`config.mk`:
```
export PLATFORM = sky130hd
export DESIGN_NAME = mem_access_stage
export DESIGN_NICKNAME = d
export VERILOG_FILES = /design/src/rtl/mem_access_stage.sv
export SDC_FILE = /design/constraint.sdc
export NUM_CORES = 1
export LEC_CHECK = 0
export CELL_PAD_IN_SITES_DETAIL_PLACEMENT = 1
export CELL_PAD_IN_SITES_GLOBAL_PLACEMENT = 2
export CORE_AREA = 2 2 336 338
export DETAILED_ROUTE_END_ITERATION = 7
export DIE_AREA = 0 0 338 340
export GPL_ROUTABILITY_DRIVEN = 1
export PLACE_DENSITY = 0.61
export SETUP_SLACK_MARGIN = 0.02
export SYNTH_ARGS = -nofsm -noshare
export SYNTH_HDL_FRONTEND = slang
export SYNTH_SLANG_ARGS = --single-unit
```
`constraint.sdc`:
```
create_clock -name clk -period 2.7 [get_ports clk]
set_clock_uncertainty 0.05 [all_clocks]
set_input_delay 0.27 -clock clk [delete_from_list [all_inputs] [get_ports clk]]
set_output_delay 0.27 -clock clk [all_outputs]
set_load 0.03 [all_outputs]
```
`src/rtl/mem_access_stage.sv`:
```
// Load/store stage between the pipeline and the memory controller: range-checks
// each request, drives one memory access, waits LAT cycles and returns a tagged response.
//
// state  | meaning
// IDLE   | no request in flight, ready to accept
// ISSUE  | address/strobe presented to memory for one cycle
// WAIT   | read latency countdown (LAT cycles)
// RESP   | response held until writeback accepts it
module mem_access_stage #(
  parameter int S        = 32,
  parameter int V        = 192,
  parameter int ROM_BASE = 1000,
  parameter int RAM_BASE = 31000,
  parameter int RAM_END  = 61015,
  parameter int LAT      = 1
) (
  input  logic         clk,
  input  logic         rst,
  input  logic         req_valid,
  output logic         req_ready,
  input  logic         req_we,
  input  logic         req_vec,
  input  logic [S-1:0] req_addr,
  input  logic [V-1:0] req_wdata,
  input  logic [3:0]   req_tag,
  output logic         mem_we,
  output logic         mem_vecop,
  output logic [S-1:0] mem_address,
  output logic [V-1:0] mem_wd,
  input  logic [V-1:0] mem_rd,
  output logic         resp_valid,
  input  logic         resp_ready,
  output logic [V-1:0] resp_data,
  output logic [3:0]   resp_tag,
  output logic         resp_err,
  output logic         busy,
  output logic [7:0]   err_count
);

  typedef enum logic [1:0] {ST_IDLE, ST_ISSUE, ST_WAIT, ST_RESP} state_t;

  localparam logic [S-1:0] L_ROM_BASE = S'(ROM_BASE);
  localparam logic [S-1:0] L_RAM_BASE = S'(RAM_BASE);
  localparam logic [S-1:0] L_RAM_END  = S'(RAM_END);
  localparam logic [1:0]   L_WAIT_TC  = 2'(LAT - 1);

  state_t         r_state, w_next;
  logic           r_we, r_vec, r_err;
  logic [S-1:0]   r_addr;
  logic [V-1:0]   r_wdata, r_data;
  logic [3:0]     r_tag;
  logic [1:0]     r_cnt;
  logic [7:0]     r_err_count;
  logic           w_legal, w_accept;
  logic [V-1:0]   w_wd_fmt, w_rd_fmt;

  // Instruction space below ROM_BASE is never reachable; ROM is read-only.
  assign w_legal  = req_we ? (req_addr >= L_RAM_BASE && req_addr < L_RAM_END)
                           : (req_addr >= L_ROM_BASE && req_addr < L_RAM_END);
  assign w_accept = req_valid && req_ready;

  assign w_wd_fmt = r_vec ? r_wdata : {{(V-S){1'b0}}, r_wdata[S-1:0]};
  assign w_rd_fmt = r_vec ? mem_rd  : {{(V-S){1'b0}}, mem_rd[S-1:0]};

  assign resp_data = r_data;
  assign resp_tag  = r_tag;
  assign resp_err  = r_err;
  assign err_count = r_err_count;

  always_ff @(posedge clk or negedge rst) begin
    if (!rst) r_state <= ST_IDLE;
    else      r_state <= w_next;
  end

  always_comb begin
    w_next      = r_state;
    req_ready   = 1'b0;
    mem_we      = 1'b0;
    mem_vecop   = 1'b0;
    mem_address = '0;
    mem_wd      = '0;
    resp_valid  = 1'b0;
    busy        = (r_state != ST_IDLE);
    case (r_state)
      ST_IDLE: begin
        req_ready = 1'b1;
        if (req_valid) w_next = w_legal ? ST_ISSUE : ST_RESP;
      end
      ST_ISSUE: begin
        mem_we      = r_we;
        mem_vecop   = r_vec;
        mem_address = r_addr;
        mem_wd      = w_wd_fmt;
        w_next      = ST_WAIT;
      end
      ST_WAIT: begin
        mem_vecop   = r_vec;
        mem_address = r_addr;
        if (r_cnt == 2'd0) w_next = ST_RESP;
      end
      ST_RESP: begin
        resp_valid = 1'b1;
        req_ready  = resp_ready;
        if (resp_ready) begin
          if (req_valid) w_next = w_legal ? ST_ISSUE : ST_RESP;
          else           w_next = ST_IDLE;
        end
      end
      default: w_next = ST_IDLE;
    endcase
  end

  always_ff @(posedge clk or negedge rst) begin
    if (!rst) begin
      r_we        <= 1'b0;
      r_vec       <= 1'b0;
      r_err       <= 1'b0;
      r_addr      <= '0;
      r_wdata     <= '0;
      r_data      <= '0;
      r_tag       <= '0;
      r_cnt       <= '0;
      r_err_count <= '0;
    end else begin
      if (w_accept) begin
        r_we    <= req_we;
        r_vec   <= req_vec;
        r_addr  <= req_addr;
        r_wdata <= req_wdata;
        r_tag   <= req_tag;
        r_err   <= !w_legal;
        r_data  <= '0;
        if (!w_legal && r_err_count != 8'hFF) r_err_count <= r_err_count + 8'd1;
      end
      if (r_state == ST_ISSUE) r_cnt <= L_WAIT_TC;
      else if (r_state == ST_WAIT && r_cnt != 2'd0) r_cnt <= r_cnt - 2'd1;
      if (r_state == ST_WAIT && r_cnt == 2'd0 && !r_we) r_data <= w_rd_fmt;
    end
  end

endmodule

```
==> run_results.csv <==
group,metric,value,unit
placed_design,portBuffers,859,
cts,tritoncts.num_buffers,55,
grt,grt_pass1_vias,18500,
placed_design,gp_congestion,0.830,
route,detail_route.iter0.violations,731,
timing,layout_worst_path_cycle_share,95.1,%
layout,layout.filler_cells,12800,
timing,worst-slew-pin-transition,936,ps
layout,layout.core_utilization,27.1,%
yosys,synth.cell_area,17900,sq um
min_path,hold_path.class,"primary input to flip-flop",
layout,regArea,10900,sq um
min_path,holdPathStages,3,
setup_path,cp_max_fo,28,
yosys,post_synth_inst_count,1836,
grt,grt_antenna_before_repair,15,
setup_path,worst_ep_required_time,2380,ps
yosys,synth_cell_types,40,
grt,overall_fraction_of_global_route_tracks_in_use,15.0,%
die,floorplan.rows,123,
placed_design,post_dp_cell_area,28600,sq um
pwr,power_per_cell_area,1200,nW/um^2
grt,grt_pass1_wl,129000,um
yosys,ys_top_cells_by_area,"dfrtp_1 (61%), nand2_1 (16%), a22o_1 (7.8%)",
grt,grt_max_degree,79,
pwr,vdd_ir_drop_max,485,uV
yosys,netlist_top_cells_count,"nand2_1 (761), dfrtp_1 (435), and3_1 (163)",
yosys,per_instance_average_area_after_synthesis,9.73,sq um
setup_path,worst_ep_arrival_time,2250,ps
cts,cts_tree,"built",
yosys,synthMostInstantiatedCell,"nand2_1",
route,route.detailed.drc,0,
layout,syn_to_final_growth,69.4,%
route,wl_per_cell,21.1,um
yosys,synth_top_area_cell,"dfrtp_1",
timing,total_of_endpoints_with_negative_setup_slack_in_the_final_report,0,
layout,layout-drive-gt1-share,14.9,%
route,firstDrtPassIters,4,
setup_path,startpoint_type,"flip-flop",
cts,clk_transition_reported_paths,60,ps
cts,clock-root-buffer,"clkbuf_16",
timing,rsz0062_at_grt,"yes",
pwr,internal_power,20.6,mW
route,postRouteAntennaNets,0,
pwr,total_switching_power,15.5,mW
die,die_width,338,um
die,io-pin-count,860,
setup_path,worstSetupPathType,"flip-flop to output port",
cts,clkLatencyLatePin,640,ps
timing,min_period,2570,ps
timing,finalHoldViolCount,0,
yosys,synth_seq_cells,435,
yosys,yosysSeqAreaShare,61.0,%
timing,totalNegativeSetupSlack,0,ps
route,drt-total-wl,89800,um
layout,nNetsFinal,3132,
pwr,switching_share,43.0,%
status,status,"complete, no violations",
pwr,power.share.sequential,30.4,%
layout,finish.instance_area,30200,sq um
pwr,combinationalPowerShare,47.9,%
cts,cts.htree.levels,2,
yosys,number_of_enable_type_register_cells_in_the_synthesized_netlist,0,
timing,timing.max_slew.rel_slack,37.6,%
timing,timing.fmax,390,MHz
pwr,pwr-share-clk,21.7,%
route,vias,17100,
die,initial_utilization,16.0,%
pwr,leakage,14.8,nW
setup_path,worst_setup_path_end_kind,"output port",
route,vias_per_cell,4.02,
flow_run,cap_violations,0,
cts,cts-root-to-sink-buffers,3,
yosys,synth_async_reset_ratio,100,%
die,die_height,340,um
setup_path,r2r_cells,7,
cts,cts_num_sinks,435,
grt,grt_overflow_total,0,
yosys,netlist.area_leader.share,61.0,%
yosys,synth.net_count,2269,
pwr,total_power,36.2,mW
placed_design,dp.final_hpwl,67100,um
die,die_area,115000,sq um
layout,multi_input_area,6440,sq um
timing,maxSlewViolCount,0,
yosys,synth_warnings,0,
die,core-area,112000,sq um
yosys,synth_top_flop_cell,"dfrtp_1",
-- layout by cell type, fill, tap and decap left out, drive strengths merged, types with 15 or more instances in the layout --
cell           instances
nand2                762
clkdlybuf4s50        630
dfrtp                435
buf                  170
and3                 163
a22o                 160
clkbuf               149
and2                  67
clkdlybuf4s15         51
nand3                 36
clkinv                18
dlygate4sd2           15
-- routing by layer --
layer / global-route usage (%) / wire (um)
met5: 0 / 52
met1: 18.0 / 36400
met2: 25.6 / 45100
met3: 4.60 / 6380
met4: 4.33 / 1920
-- worst max-delay path, cell delays in order, from the launching register on --
cell	delay, ps
dfrtp_1	370
inv_1	130
ha_4	170
buf_12	180
buf_16	200
and3_1	180
clkdlybuf4s15_2	300
-- state kept, by name, indices dropped and copies added, names as in the netlist, 2 cells and up --
name       count
r_cnt          2
r_state        2
resp_tag       4
r_addr        32
err_count      8
resp_data    192
r_wdata      192
-- final timing paths --
| path | start | to | slack [ps] |
|---|---|---|---|
| worst max-delay path | r_state[1] | mem_wd[137] | 130 |
| worst min-delay path | mem_rd[17] | resp_data[17] | 100 |
| worst max register to register | r_state[0] | err_count[7] | 330 |
| worst min register to register | r_wdata[80] | r_wdata[80] | 420 |
| max in group asynchronous | rst | r_vec | 1520 |
| min in group asynchronous | rst | resp_data[87] | 190 |
-- final cells by class --
type / instances / area share, %
Clock inverter: 30 / 1.22
Inverter: 8 / 0.0993
Clock buffer: 74 / 5.12
Tap cell: 1500 / 6.21
Antenna cell: 8 / 0.0662
Multi-Input combinational cell: 1253 / 21.3
Timing Repair Buffer: 946 / 30.0
Sequential cell: 435 / 36.0
-- logic make-up (layout without fill, tap and decap cells) --
family / after synthesis / count (layout) / synth area share, %
and+or+nand+nor: 1060 / 1060 / 26.3
DFF: 435 / 435 / 61.0
AOI/OAI and AO/OA: 177 / 177 / 8.57
buffers and inverters: 148 / 1058 / 3.22
adders and majority gates: 7 / 7 / 0.490
xor gates and xnor gates: 7 / 7 / 0.343
muxes: 2 / 2 / 0.147
other: 0 / 8 / 0
-- stage by stage --
stage	setup slack, ps	hold WS, ps	instances
final	133	103	4254
after detailed placement	-78.9	295	4131
after global routing	-2.72	66.3	4254
after CTS	-7.08	35.4	4243
after floorplan	392	-75.6	1836
after global placement	-243	299	4131
-- timing repair --
| action | CTS | global route |
|---|---|---|
| endpoints found under the setup margin | 210 | 144 |
| resized for setup | 402 | 204 |
| hold endpoints to repair | 51 | 0 |
| setup buffers | 7 | 0 |
| hold buffers | 1 | 0 |
| gates cloned | 0 | 3 |
-- power groups by stage --
stage | Combinational (mW) | Sequential (mW) | Clock, mW
after global routing | 18.6 | 11.4 | 8.42
after CTS | 17.5 | 11.0 | 8.17
after floorplan | 6.82 | 13.1 | 0
after detailed placement | 17.4 | 11.1 | 0
after global placement | 17.1 | 11.0 | 0
final | 17.3 | 11.0 | 7.86
(Power assumes the default switching activity.)
